**config.mk**
```make
export PLATFORM = sky130hd
export DESIGN_NAME = riscv_test_monitor
export DESIGN_NICKNAME = d
export VERILOG_FILES = /design/src/rtl/riscv_test_monitor_pkg.sv /design/src/rtl/riscv_test_monitor_chan.sv /design/src/rtl/riscv_test_monitor.sv
export SDC_FILE = /design/constraint.sdc
export NUM_CORES = 1
export LEC_CHECK = 0
export CORE_MARGIN = 2
export CORE_UTILIZATION = 55
export CTS_CLUSTER_DIAMETER = 100
export DETAILED_ROUTE_END_ITERATION = 10
export PLACE_DENSITY_LB_ADDON = 0.3
export SKIP_LAST_GASP = 1
export SLEW_MARGIN = 20
export SYNTH_ARGS = -nofsm -noshare
export SYNTH_HDL_FRONTEND = slang
export SYNTH_SLANG_ARGS = --single-unit
export TNS_END_PERCENT = 20
```
**constraint.sdc**
```tcl
create_clock -name clk -period 5.2 [get_ports clk]
set_input_delay 1.3 -clock clk [delete_from_list [all_inputs] [get_ports clk]]
set_output_delay 1.3 -clock clk [all_outputs]
set_load 0.05 [all_outputs]
```
**src/rtl/riscv_test_monitor_pkg.sv**
```systemverilog
// Shared definitions for the riscv-tests completion monitor and its benches.
package riscv_test_monitor_pkg;

   typedef enum logic [1:0] {
      ST_RUN    = 2'd0,
      ST_SETTLE = 2'd1,
      ST_REPORT = 2'd2
   } mon_state_t;

   localparam int          TNUM_REG_DEF   = 3;
   localparam int          DONE_REG_DEF   = 26;
   localparam int          RESULT_REG_DEF = 27;
   localparam logic [31:0] PASS_VAL       = 32'h1;
   localparam logic [31:0] DONE_VAL       = 32'h1;

endpackage

```
**src/rtl/riscv_test_monitor_chan.sv**
```systemverilog
// Per-core write-back snoop: shadows the test-number, result and done registers.
module test_monitor_chan
   import riscv_test_monitor_pkg::*;
#(
   parameter int DONE_REG   = DONE_REG_DEF,
   parameter int RESULT_REG = RESULT_REG_DEF,
   parameter int TNUM_REG   = TNUM_REG_DEF
) (
   input  logic        clk,
   input  logic        rst,
   input  logic        en,
   input  logic        we,
   input  logic [4:0]  waddr,
   input  logic [31:0] wdata,
   output logic [31:0] tnum,
   output logic [31:0] res,
   output logic        done
);

   logic wr_ok;
   assign wr_ok = en && we && (waddr != 5'd0);

   always_ff @(posedge clk or negedge rst) begin
      if (!rst) begin
         tnum <= '0;
         res  <= '0;
         done <= 1'b0;
      end else if (wr_ok) begin
         if (waddr == 5'(TNUM_REG))   tnum <= wdata;
         if (waddr == 5'(RESULT_REG)) res  <= wdata;
         // done is sticky; only the exact end-of-test value arms it
         if (waddr == 5'(DONE_REG) && wdata == DONE_VAL) done <= 1'b1;
      end
   end

endmodule

```
**src/rtl/riscv_test_monitor.sv**
```systemverilog
// Test-completion monitor: waits for every core's DONE, settles, then reports
// pass/fail or a global timeout. All results are sticky until reset.
//
// state     | meaning
// ST_RUN    | test executing; waiting for all cores done or timeout
// ST_SETTLE | all done; counting SETTLE_CYC cycles for late RESULT writes
// ST_REPORT | terminal; outputs, shadows and cycle_cnt frozen
module riscv_test_monitor
   import riscv_test_monitor_pkg::*;
#(
   parameter int NCH         = 1,
   parameter int DONE_REG    = DONE_REG_DEF,
   parameter int RESULT_REG  = RESULT_REG_DEF,
   parameter int TNUM_REG    = TNUM_REG_DEF,
   parameter int SETTLE_CYC  = 5,
   parameter int TIMEOUT_CYC = 5000,
   parameter int CNT_W       = 32
) (
   input  logic                clk,
   input  logic                rst,
   input  logic [NCH-1:0]      wb_we,
   input  logic [5*NCH-1:0]    wb_waddr,
   input  logic [32*NCH-1:0]   wb_wdata,
   output logic                test_done,
   output logic                test_pass,
   output logic                test_timeout,
   output logic [NCH-1:0]      fail_mask,
   output logic [31:0]         fail_tnum,
   output logic [CNT_W-1:0]    cycle_cnt
);

   localparam bit               TO_EN   = (TIMEOUT_CYC != 0);
   localparam logic [CNT_W-1:0] TO_LAST = CNT_W'(TIMEOUT_CYC - 1);
   localparam logic [31:0]      ST_LAST = 32'(SETTLE_CYC - 1);

   mon_state_t     state, state_nxt;
   logic [31:0]    settle_cnt;
   logic [NCH-1:0] done_v, fail_v;
   logic [31:0]    tnum_v [NCH];
   logic [31:0]    res_v  [NCH];
   logic [31:0]    tnum_sel;
   logic           shadow_en, all_done, timeout_hit, settle_last;

   assign shadow_en = (state != ST_REPORT);

   for (genvar i = 0; i < NCH; i++) begin : g_chan
      test_monitor_chan #(
         .DONE_REG   (DONE_REG),
         .RESULT_REG (RESULT_REG),
         .TNUM_REG   (TNUM_REG)
      ) u_chan (
         .clk   (clk),
         .rst   (rst),
         .en    (shadow_en),
         .we    (wb_we[i]),
         .waddr (wb_waddr[5*i +: 5]),
         .wdata (wb_wdata[32*i +: 32]),
         .tnum  (tnum_v[i]),
         .res   (res_v[i]),
         .done  (done_v[i])
      );
      assign fail_v[i] = (res_v[i] != PASS_VAL);
   end

   // Lowest failing core wins: scan high to low so the last hit is the lowest index
   always_comb begin
      tnum_sel = '0;
      for (int i = NCH - 1; i >= 0; i--) begin
         if (fail_v[i]) tnum_sel = tnum_v[i];
      end
   end

   assign all_done    = &done_v;
   assign timeout_hit = TO_EN && (cycle_cnt == TO_LAST);
   assign settle_last = (SETTLE_CYC == 0) || (settle_cnt == ST_LAST);

   always_comb begin
      state_nxt = state;
      unique case (state)
         ST_RUN: begin
            if (all_done)         state_nxt = ST_SETTLE;
            else if (timeout_hit) state_nxt = ST_REPORT;
         end
         ST_SETTLE: if (settle_last) state_nxt = ST_REPORT;
         ST_REPORT: state_nxt = ST_REPORT;
         default:   state_nxt = ST_RUN;
      endcase
   end

   always_ff @(posedge clk or negedge rst) begin
      if (!rst) begin
         state        <= ST_RUN;
         settle_cnt   <= '0;
         cycle_cnt    <= '0;
         test_done    <= 1'b0;
         test_pass    <= 1'b0;
         test_timeout <= 1'b0;
         fail_mask    <= '0;
         fail_tnum    <= '0;
      end else begin
         state <= state_nxt;
         if (state != ST_REPORT && cycle_cnt != '1) cycle_cnt <= cycle_cnt + 1'b1;
         unique case (state)
            ST_RUN: begin
               settle_cnt <= '0;
               if (!all_done && timeout_hit) begin
                  test_timeout <= 1'b1;
                  test_pass    <= 1'b0;
                  test_done    <= 1'b0;
                  fail_mask    <= ~done_v;
               end
            end
            ST_SETTLE: begin
               settle_cnt <= settle_cnt + 1'b1;
               if (settle_last) begin
                  fail_mask <= fail_v;
                  test_pass <= ~|fail_v;
                  fail_tnum <= tnum_sel;
                  test_done <= 1'b1;
               end
            end
            default: ;
         endcase
      end
   end

endmodule

```
# After elaboration in Yosys (flattened, before gate mapping)
# Cells that the tools add are included.
# totals
input_bits	40
elab_cells	59
regBits	167
# op_classes
n_reduce_logical	17
mux	14
eq_ne	14
addsub	2
n_bitwise	1
# ops
op	n
$add 32x1->32 const B	2
$pmux 32 s2	1
$eq 32x1->1 const B	1
$eq 32x13->1 const B	1
$eq 32x3->1 const B	1
$mux 32	1
$ne 32x1->1 const B	1
$ne 32x32->1 const B	1
$reduce_and 2->1	6
$eq 5x5->1 const B	2
$mux 2	3
$ne 2x2->1 const B	3
$pmux 1 s2	3
$pmux 2 s3	1
$eq 5x2->1 const B	1
$logic_and 1x1->1	5
$mux 1	5
$reduce_bool 5->1	1
$ne 3x2->1 const B	1
$reduce_and 3->1	1
$eq 2x1->1 const B	1
$eq 2x2->1 const B	1
$logic_not 1->1	2
$logic_not 2->1	1
other kinds (2)	2

# Logic depth before layout (Yosys ltp)
# Gate-level depths: netlist of the first run.
# logic_depth
word_depth	4
depth_mapped	9
ltp_nobuf	7

# Cells and area by module
# From an unflattened synthesis of the first run, not the netlist that was laid out.
# unflattened
hier_cells	654
hier_area_um2	7552.2
# modules_own_cells
module	cells_per_inst	area_per_inst_um2	seq_area_each_um2	n_inst
riscv_test_monitor	500	4893.4	2552.4	1
test_monitor_chan	154	2658.8	1626.6	1

# Least setup slack after synthesis of the first run
# No wires, ideal clock.
# synth_timing
path_kind	input to register
startpoint	input port wb_waddr[2]
endpoint	register g_chan[0].u_chan.res[10]
setup_time_ps	125
required_time_ps	5075
path_slack_ps	2593
cell_stages	4
n_path_buf	1
t_arrival_ps	2482
cell_sequence	nor4bb_1 nand4_1 clkbuf_1 mux2_2
# synth_via
elab_chain_cells	3
word_cells_on_any_way	4
# synth_rtl
item	line_no	text
from (decl)	riscv_test_monitor.sv:22	input logic [5*NCH-1:0] wb_waddr,
$reduce_bool 5->1	riscv_test_monitor_chan.sv:21	assign wr_ok = en && we && (waddr != 5'd0);
$logic_and 1x1->1	riscv_test_monitor_chan.sv:21	
$reduce_and 2->1 (no line) (*)	--	
to (signal assigned)	riscv_test_monitor_chan.sv:30	if (waddr == 5'(RESULT_REG)) res <= wdata;
to (decl)	riscv_test_monitor_chan.sv:16	output logic [31:0] res,
# Mark *: on every way between the ends. The rest lies on a longest branch, timed or not.
# A chain may end at the register's enable or synchronous reset.

# Worst setup path in the final report of the first run
# layout_timing
startpoint	register cycle_cnt[10]
endpoint	output port cycle_cnt[10]
# layout_rtl
item	line_no	text
from (decl)	riscv_test_monitor.sv:29	output logic [CNT_W-1:0] cycle_cnt
from (signal assigned)	riscv_test_monitor.sv:102	if (state != ST_REPORT && cycle_cnt != '1) cycle_cnt <= cycle_cnt + 1'b1;
# No word-level cell between the ends.

==> impl.org, run 1 <==
** Detailed routing
- Iteration count of the initial detailed-routing pass :: 4
- Initial DRC Count :: 360
- DR vias/cell :: slightly below 6
- The detail route stage leaves a number of antenna-violating nets equal to 0.
- After detailed routing, the number of remaining DRC violations is 0.
- Average routed wire per standard cell :: ~18 µm
- After detailed routing, the total wire length is roughly 16000 µm.
- Via total after detailed routing :: 5252

** CTS
- Cts hold-fix bufs :: 0
- Clock-pin slew on the worst setup and hold paths :: approximately 60 ps
- Cell at the root of the clock tree :: sky130_fd_sc_hd__clkbuf_16
- CTS H-tree depth :: 4
- Number of buffers on the longest clock path :: 2
- Clock tree from TritonCTS :: yes
- Post-CTS Setup Inserts :: 0
- In this run, post-CTS repair resized a total of 0 instances.
- For this design, the sink count on the clock tree is approximately 170.
- Latest clock arrival within the worst-skew pair :: between 400 and 500 ps
- In this run, CTS created clock tree buffers numbering 17.

** Setup path
- For this design, the slowest cell found on the critical path is sky130_fd_sc_hd__clkdlybuf4s50_1.
- Critical Path Start :: cycle_cnt[10]
- In this run the critical register-to-register path is launched from state[1].
- Delay contributed by the slowest stage of the critical path :: about 860 ps
- Type of destination of the critical path :: output pin
- STA classifies the critical path startpoint as a flop.
- Counting both buffers and inverters, the worst setup path holds a total of 1.
- The cell family contributing the most delay on the critical path is buffers and inverters.
- R2R depth :: 7
- Of all nets on the critical path, the largest fanout is 7.
- In this run the number of cells on the critical path is 1.
- Cells along the critical path :: clkdlybuf4s50_1
- For the worst setup path, the data arrival time is between 1500 and 2000 ps.
- For the worst setup path, the data required time is 3900 ps.
- The critical path is of the reg -> out type.

** Floorplan
- Core ar. :: 12800 µm²
- From bottom edge to top edge, the die measures between 100 and 150 µm.
- The initial utilization of the core area, before any placement, comes to a little under three fifths.
- Total Die Area :: 14100 µm²
- From left edge to right edge, the die measures around 120 µm.
- During I/O placement, the number of pins put on the boundary was roughly 110.
- Row cnt :: slightly above 40

** STA
- Setup violations remaining at the end of the flow were counted as 0.
- After layout, the worst path uses 59.1% of the clock period.
- Post-route minimum period :: about 3100 ps
- Maximum achievable frequency :: roughly 330 MHz
- Setup repair after global routing left no endpoint under its margin.
- The tightest hold path in the finished design has a slack of between 400 and 500 ps.
- Summed over all failing endpoints, the final setup total negative slack is 0 ps.
- Clock skew after layout :: 9.15 ps
- Final number of hold-violating endpoints :: 0
- The number of slew-limit violations in the final report is 0.
- Slew @ Worst Pin :: 890 ps
- Max-slew headroom :: roughly 40%

** Yosys
- Synthesis produced around 590 cells.
- The netlist uses 45 different library cells.
- Synthesized flop and latch total :: around 170
- Counting every net in the synthesized netlist gives roughly 640.
- Fraction of registers with async set/reset :: between 90% and 100%
- Average instance area after synthesis :: roughly 12 µm²
- The mapped netlist covers 7250 µm².
- Top_reg_cell synth :: sky130_fd_sc_hd__dfrtp_1
- Count of flip-flops with a built-in enable after synthesis :: 0
- Proportion of synthesized chip area in sequential cells :: between 50% and 60%
- The Yosys step of the flow raised 0 warnings.

** Power
- Per report_power, the sequential group accounts for 49.1% of the total.
- Of the total power, the share spent switching nets is 23.7%.
- Cell internal power was estimated by the tool at between 2000 and 2500 µW.
- Share of total power in combinational logic :: a little under a tenth
- Power spread over the standard cell area amounts to 333 nW/µm².
- In this run the static leakage power is between 0.004 and 0.005 µW.
- Switching Power :: approximately 700 µW
- Of the total power, the clock network draws 41.5%.
- Across the VDD grid, the largest voltage drop is ~0.32 mV.

** Global routing
- Global routing finished with a remaining overflow of 0.
- The via count of the first global-routing pass was 5376.
- Combined global-route utilization of all metal layers :: approximately a quarter
- Global-route wire length before repair :: 27000 µm
- Antenna violations before repair :: 0
- Pin count of the biggest net entering global routing :: 114

** Placed design
- Count of input and output buffers :: ~110
- The congestion estimate from routability-driven global placement came to approximately 0.85.
- Detailed-placement wirelength estimate :: 10800 µm

** Min path
- Along the worst hold path, the cell count comes to 1.
- The startpoint identified for the worst hold timing path is test_timeout.
- Type of the most critical hold path :: reg -> reg

** Finish
- Leading cell types in the layout, fill and taps excluded :: sky130_fd_sc_hd__dfrtp_1, sky130_fd_sc_hd__clkdlybuf4s50_1, sky130_fd_sc_hd__mux2_2
- Final-stage net count :: ~750
- For this run, the share of the core covered by cells in the final layout is 71.2%.
- Area Growth Syn to Fin :: 25.4%
- Leaving out fill and tap cells, the most frequent cell in the layout is sky130_fd_sc_hd__dfrtp_1.
- Number of diodes :: 0
- Layout cell share with drive strength beyond 1 :: between 10% and 20%

** Outcome
- The run finished with clean final reports.

** Job
- Maximum Capacitance Violations :: 0
-- state kept, by name (all words and copies together), names as in the netlist --
signal and cells:
cycle_cnt 32, fail_mask 1, fail_tnum 32, g_chan.u_chan.done 1
g_chan.u_chan.res 32, g_chan.u_chan.tnum 32, settle_cnt 32, state 2
test_done 1, test_pass 1, test_timeout 1
-- cell usage after synthesis (2+ instances only) --
master	number	share of area, %
sky130_fd_sc_hd__and3_1	7	0.60
sky130_fd_sc_hd__ha_1	7	1.2
sky130_fd_sc_hd__inv_1	10	0.52
sky130_fd_sc_hd__or3_1	4	0.34
sky130_fd_sc_hd__nor3b_1	2	0.21
sky130_fd_sc_hd__o21ai_0	12	0.83
sky130_fd_sc_hd__nor2_1	19	0.98
sky130_fd_sc_hd__a22o_1	32	3.9
sky130_fd_sc_hd__nand4_1	25	2.2
sky130_fd_sc_hd__clkbuf_1	17	0.88
sky130_fd_sc_hd__nand2_1	48	2.5
sky130_fd_sc_hd__nor3_1	9	0.62
sky130_fd_sc_hd__nand3_1	28	1.9
sky130_fd_sc_hd__mux2_2	67	10
sky130_fd_sc_hd__and4_1	10	1.2
sky130_fd_sc_hd__xnor2_1	19	2.3
sky130_fd_sc_hd__xor2_1	11	1.3
sky130_fd_sc_hd__mux2i_1	17	2.3
sky130_fd_sc_hd__o31ai_1	9	0.93
sky130_fd_sc_hd__o22ai_1	2	0.17
sky130_fd_sc_hd__nor4_1	29	2.5
sky130_fd_sc_hd__and2_1	4	0.34
sky130_fd_sc_hd__dfrtp_1	167	58
sky130_fd_sc_hd__buf_2	4	0.28
sky130_fd_sc_hd__o211ai_1	8	0.83
sky130_fd_sc_hd__or4_4	2	0.31
sky130_fd_sc_hd__nor4b_1	4	0.48
-- through the flow --
| stage | cell area [µm²] | instances | setup WS (ps) | total power [µW] |
|---|---|---|---|---|
| after detailed placement | 8500 | 855 | 1800 | 1790 |
| after global placement | 8500 | 855 | 1810 | 1780 |
| final | 9100 | 887 | 2130 | 3030 |
| after CTS | 9100 | 887 | 2130 | 3050 |
| after floorplan | 7250 | 591 | 2590 | 1660 |
| after global routing | 9100 | 887 | 2070 | 3140 |
-- area by class of cell --
cell class                      count  area [µm²]
Timing Repair Buffer              114        1130
Fill cell                         890        3670
Clock buffer                       23         478
Multi-Input combinational cell    391        2940
Tap cell                          172         215
Sequential cell                   167        4180
Inverter                           11        41.3
Clock inverter                      9         116
-- cells by family (layout without fill, tap and decap cells) --
group	Yosys count	after routing	synth area share, %
xor+xnor	30	30	3.62
mux	84	84	12.7
simple gates	200	200	15.5
buf+inv	33	157	1.88
flops	167	167	57.6
fa+ha+maj	7	7	1.21
compound gates	70	70	7.47
-- metal layers --
metal	up-vias	share of wire, %	GRT usage, %	wire (µm)
met1	2640	42	31.2	6810
met2	137	51	38.3	8140
met5	-	0	0	0
li1	2445	-	-	-
met4	0	2.0	9.67	316
met3	30	4.8	6.42	764
-- path summary, 6_finish.rpt --
path	end	slack, ps
setup / recovery	cycle_cnt[10]	2130
hold / removal	test_timeout	470
setup reg to reg	settle_cnt[21]	2320
hold reg to reg	test_timeout	470
max in group asynchronous	g_chan[0].u_chan.res[21]	3270
min in group asynchronous	cycle_cnt[23]	1000
-- power by group through the flow --
stage               Clock, µW  Combinational (µW)  Sequential (µW)
CTS                      1270                 289             1490
global route             1330                 309             1500
floorplan                   0                 125             1530
detailed placement          0                 285             1510
global placement            0                 273             1500
finish                   1260                 284             1490
Note: power is estimated with default switching activity, not from simulation.
==> run 2, diff against run 1 <==
--- a/config.mk
+++ b/config.mk
@@ -6,7 +6,7 @@
 export NUM_CORES = 1
 export LEC_CHECK = 0
 export CORE_MARGIN = 2
-export CORE_UTILIZATION = 55
+export CORE_UTILIZATION = 54
 export CTS_CLUSTER_DIAMETER = 100
 export DETAILED_ROUTE_END_ITERATION = 10
 export PLACE_DENSITY_LB_ADDON = 0.3
==> constraint.sdc (replaced) <==
create_clock -name clk -period 2.98 [get_ports clk]
set_input_delay 0.745 -clock clk [delete_from_list [all_inputs] [get_ports clk]]
set_output_delay 0.745 -clock clk [all_outputs]
set_load 0.05 [all_outputs]
==> impl.org, run 2 (same netlist as run 1, synthesis figures left out) <==
** Setup path
- CP top delay family :: buffers and inverters (unchanged)
- Bufs and invs on worst path :: 1 (unchanged)
- The start-to-end type of the worst setup path was reg -> out (unchanged).
- The flop-to-flop setup slack is 560 ps (was 2320 ps).
- Cells along the critical path :: clkdlybuf4s50_1 (unchanged)
- The length in cells of the worst reg-to-reg path came to 7 (unchanged).
- Critical Path RT :: 2240 ps (was 3900 ps)
- The reg-to-reg critical path endpoint is fail_tnum[13] (was settle_cnt[21]).
- The arrival time of data at the critical path endpoint was 1780 ps (was 1770 ps).
- Standard cell with the maximum stage delay on the critical path :: sky130_fd_sc_hd__clkdlybuf4s50_1 (unchanged)
- Delay contributed by the slowest stage of the critical path :: 860 ps (about the same)
- Startpoint of the worst register-to-register path :: state[1] (unchanged)
- Critical path peak fanout :: 7 (unchanged)
- Type of destination of the critical path :: output pin (unchanged)
- The kind of start point of the critical path is a flop (unchanged).

** Power
- The power per unit of standard cell area came to 578 nW/µm² (was 333 nW/µm²).
- The static power due to leakage was 0.00410 µW (was 0.00408 µW).
- Largest voltage drop on the vdd net :: 0.489 mV (was 0.315 mV)

** STA
- Clock skew after layout :: 9.93 ps (was 9.15 ps)
- The number of setup violations in the final report was 0 (unchanged).
- Total Neg Setup Slack :: 0 ps (unchanged)
- Maximum achievable frequency :: between 300 and 400 MHz
- The number of slew-limit violations in the final report was 0 (unchanged).
- Max-slew headroom :: 41.0% (was 39.9%)
- Setup repair after global routing missed its margin: false (unchanged).
- The hold slack is 277 ps (was 467 ps).
- Counting I/O delays and the setup requirement, the final critical path takes roughly 2500 ps.
- The transition time of the tightest slew-check pin is 883 ps (was 890 ps).
- In the finished design, the share of the clock period the worst path needs comes to a little over four fifths.
- Final number of hold-violating endpoints :: 0 (unchanged)

** Global routing
- Via count of the first global-routing pass :: 5385 (was 5376)
- Global-route wire length before repair :: 27100 µm (was 27000 µm)
- The busiest metal layer after global routing is met2 (unchanged).
- GRT overflow :: 0 (unchanged)
- The met1 routing resource usage after global routing is 30.7% (was 31.2%).
- The number of antenna violations at the first check in global routing is 0 (unchanged).
- Grt met3 use :: 5.85% (was 6.42%)
- M2 GR Usage :: 40.1% (was 38.3%)
- The largest net degree at the start of global routing was 63 (was 114).
- Combined global-route utilization of all metal layers :: 24.0% (about the same)

** Detailed routing
- The average routed wire per standard cell came to 18.5 µm (was 18.1 µm).
- The mean number of vias per cell came to 5.95 (was 5.92).
- The antenna violation net count after detailed routing is 0 (unchanged).
- Initial DRC Count :: 388 (was 360)
- Post-route DRC :: 0 (unchanged)
- Detailed-route wire length :: 16600 µm (was 16000 µm)
- The number of detailed-routing iterations run before antenna repair came to 4 (unchanged).
- Via total after detailed routing :: 5334 (was 5252)

** Placed design
- Detailed-placement wirelength estimate :: 11300 µm (was 10800 µm)
- The number of buffer cells added on primary ports is 107 (unchanged).
- The cell total after placement was 865 (was 855).
- Placer's final routability congestion estimate :: 0.847 (was 0.852)
- The total placed instance area came to 8580 µm² (was 8500 µm²).

** Finish
- The most common cell after layout, fill and taps aside was sky130_fd_sc_hd__dfrtp_1 (unchanged).
- Leading cell types in the layout, fill and taps excluded :: sky130_fd_sc_hd__dfrtp_1, sky130_fd_sc_hd__clkdlybuf4s50_1, sky130_fd_sc_hd__mux2_2 (unchanged)
- Final core area utilization :: 69.5% (was 71.2%)
- Final-stage net count :: 755 (was 749)
- Post-Layout Cell Count :: 897 (was 887)
- The number of fill cells is 949 (was 890).
- The layout-stage area growth over the synthesis result came to 26.4% (was 25.4%).
- The post-route standard cell area excluding fillers was 9170 µm² (was 9100 µm²).
- Number of diodes :: 0 (unchanged)
- The share of post-route cells with drive strength above 1 was 17.1% (was 15.9%).

** CTS
- Clock sink count :: 167 (unchanged)
- The hold buffer count at cts is 0 (unchanged).
- The number of buffers inserted to repair setup after CTS came to 0 (unchanged).
- The CTS tree was yes (unchanged).
- The level count of the clock H-tree came to 4 (unchanged).
- The cell at the root of the clock tree is sky130_fd_sc_hd__clkbuf_16 (unchanged).
- Clock-pin slew on the worst setup and hold paths :: 60 ps (about the same)
- The maximum buffer depth of the clock tree came to 2 (unchanged).
- The quantity of gates resized following cts came to 0 (unchanged).
- Latest clock arrival within the worst-skew pair :: 430 ps (was 420 ps)
- Num CTS Buffers :: 17 (unchanged)

** Floorplan
- The height of the chip is 120 µm (was 119 µm).
- The I/O pin total came to 108 (unchanged).
- Row cnt :: 42 (was 41)
- Total Die Area :: 14400 µm² (was 14100 µm²)
- The core region area was 13200 µm² (was 12800 µm²).
- Die span in x :: 120 µm (was 119 µm)
- Initial standard-cell utilization of the core :: 55.0% (was 56.8%)

** Job
- Maximum Capacitance Violations :: 0 (unchanged)

** Min path
- Type of the most critical hold path :: in -> async (was reg -> reg)

** Outcome
- Status: complete, no violations (unchanged).
==> run 2: report_power, final <==
part / internal (µW) / total, µW / switching, µW
clock: 1260 / 2190 / 933
combinational: 260 / 507 / 246
sequential: 2460 / 2600 / 136
total: 3980 / 5300 / 1320
==> run 2: worst max path at each step <==
| stage | end | slack (ps) | cells past startpoint | from |
|---|---|---|---|---|
| 6_report | cycle_cnt[15] | 450 | 1 | cycle_cnt[15] |
| 5_1_grt | fail_tnum[13] | 390 | 7 | state[1] |
| 4_1_cts | cycle_cnt[3] | 460 | 1 | cycle_cnt[3] |
| 3_5_place_dp | g_chan[0].u_chan.res[10] | 530 | 6 | wb_we |
| 3_3_place_gp | g_chan[0].u_chan.res[8] | 580 | 6 | wb_we |
| 2_1_floorplan | cycle_cnt[20] | 600 | 6 | cycle_cnt[0] |
==> run 2: cell type report <==
type | instances | area [µm²] | share of cell area (%)
multi-input combinational | 391 | 2940 | 32.1
inverter | 11 | 41.3 | 0.450
clock inverter | 14 | 150 | 1.64
sequential | 167 | 4180 | 45.6
timing repair buffer | 120 | 1190 | 13.0
clock buffer | 18 | 439 | 4.79
tap | 176 | 220 | 2.40
==> run 2: metrics by stage <==
stage	power, µW	worst slack [ps]
CTS	5330	462
finish	5300	455
floorplan	2900	600
global route	5470	394
global placement	3110	576
detailed placement	3140	532
==> run 2: per-layer routing <==
metal	routed length [µm]	share of wire, %
met4	289	1.7
met3	832	5.0
met2	8480	51
met1	6940	42
met5	0	0
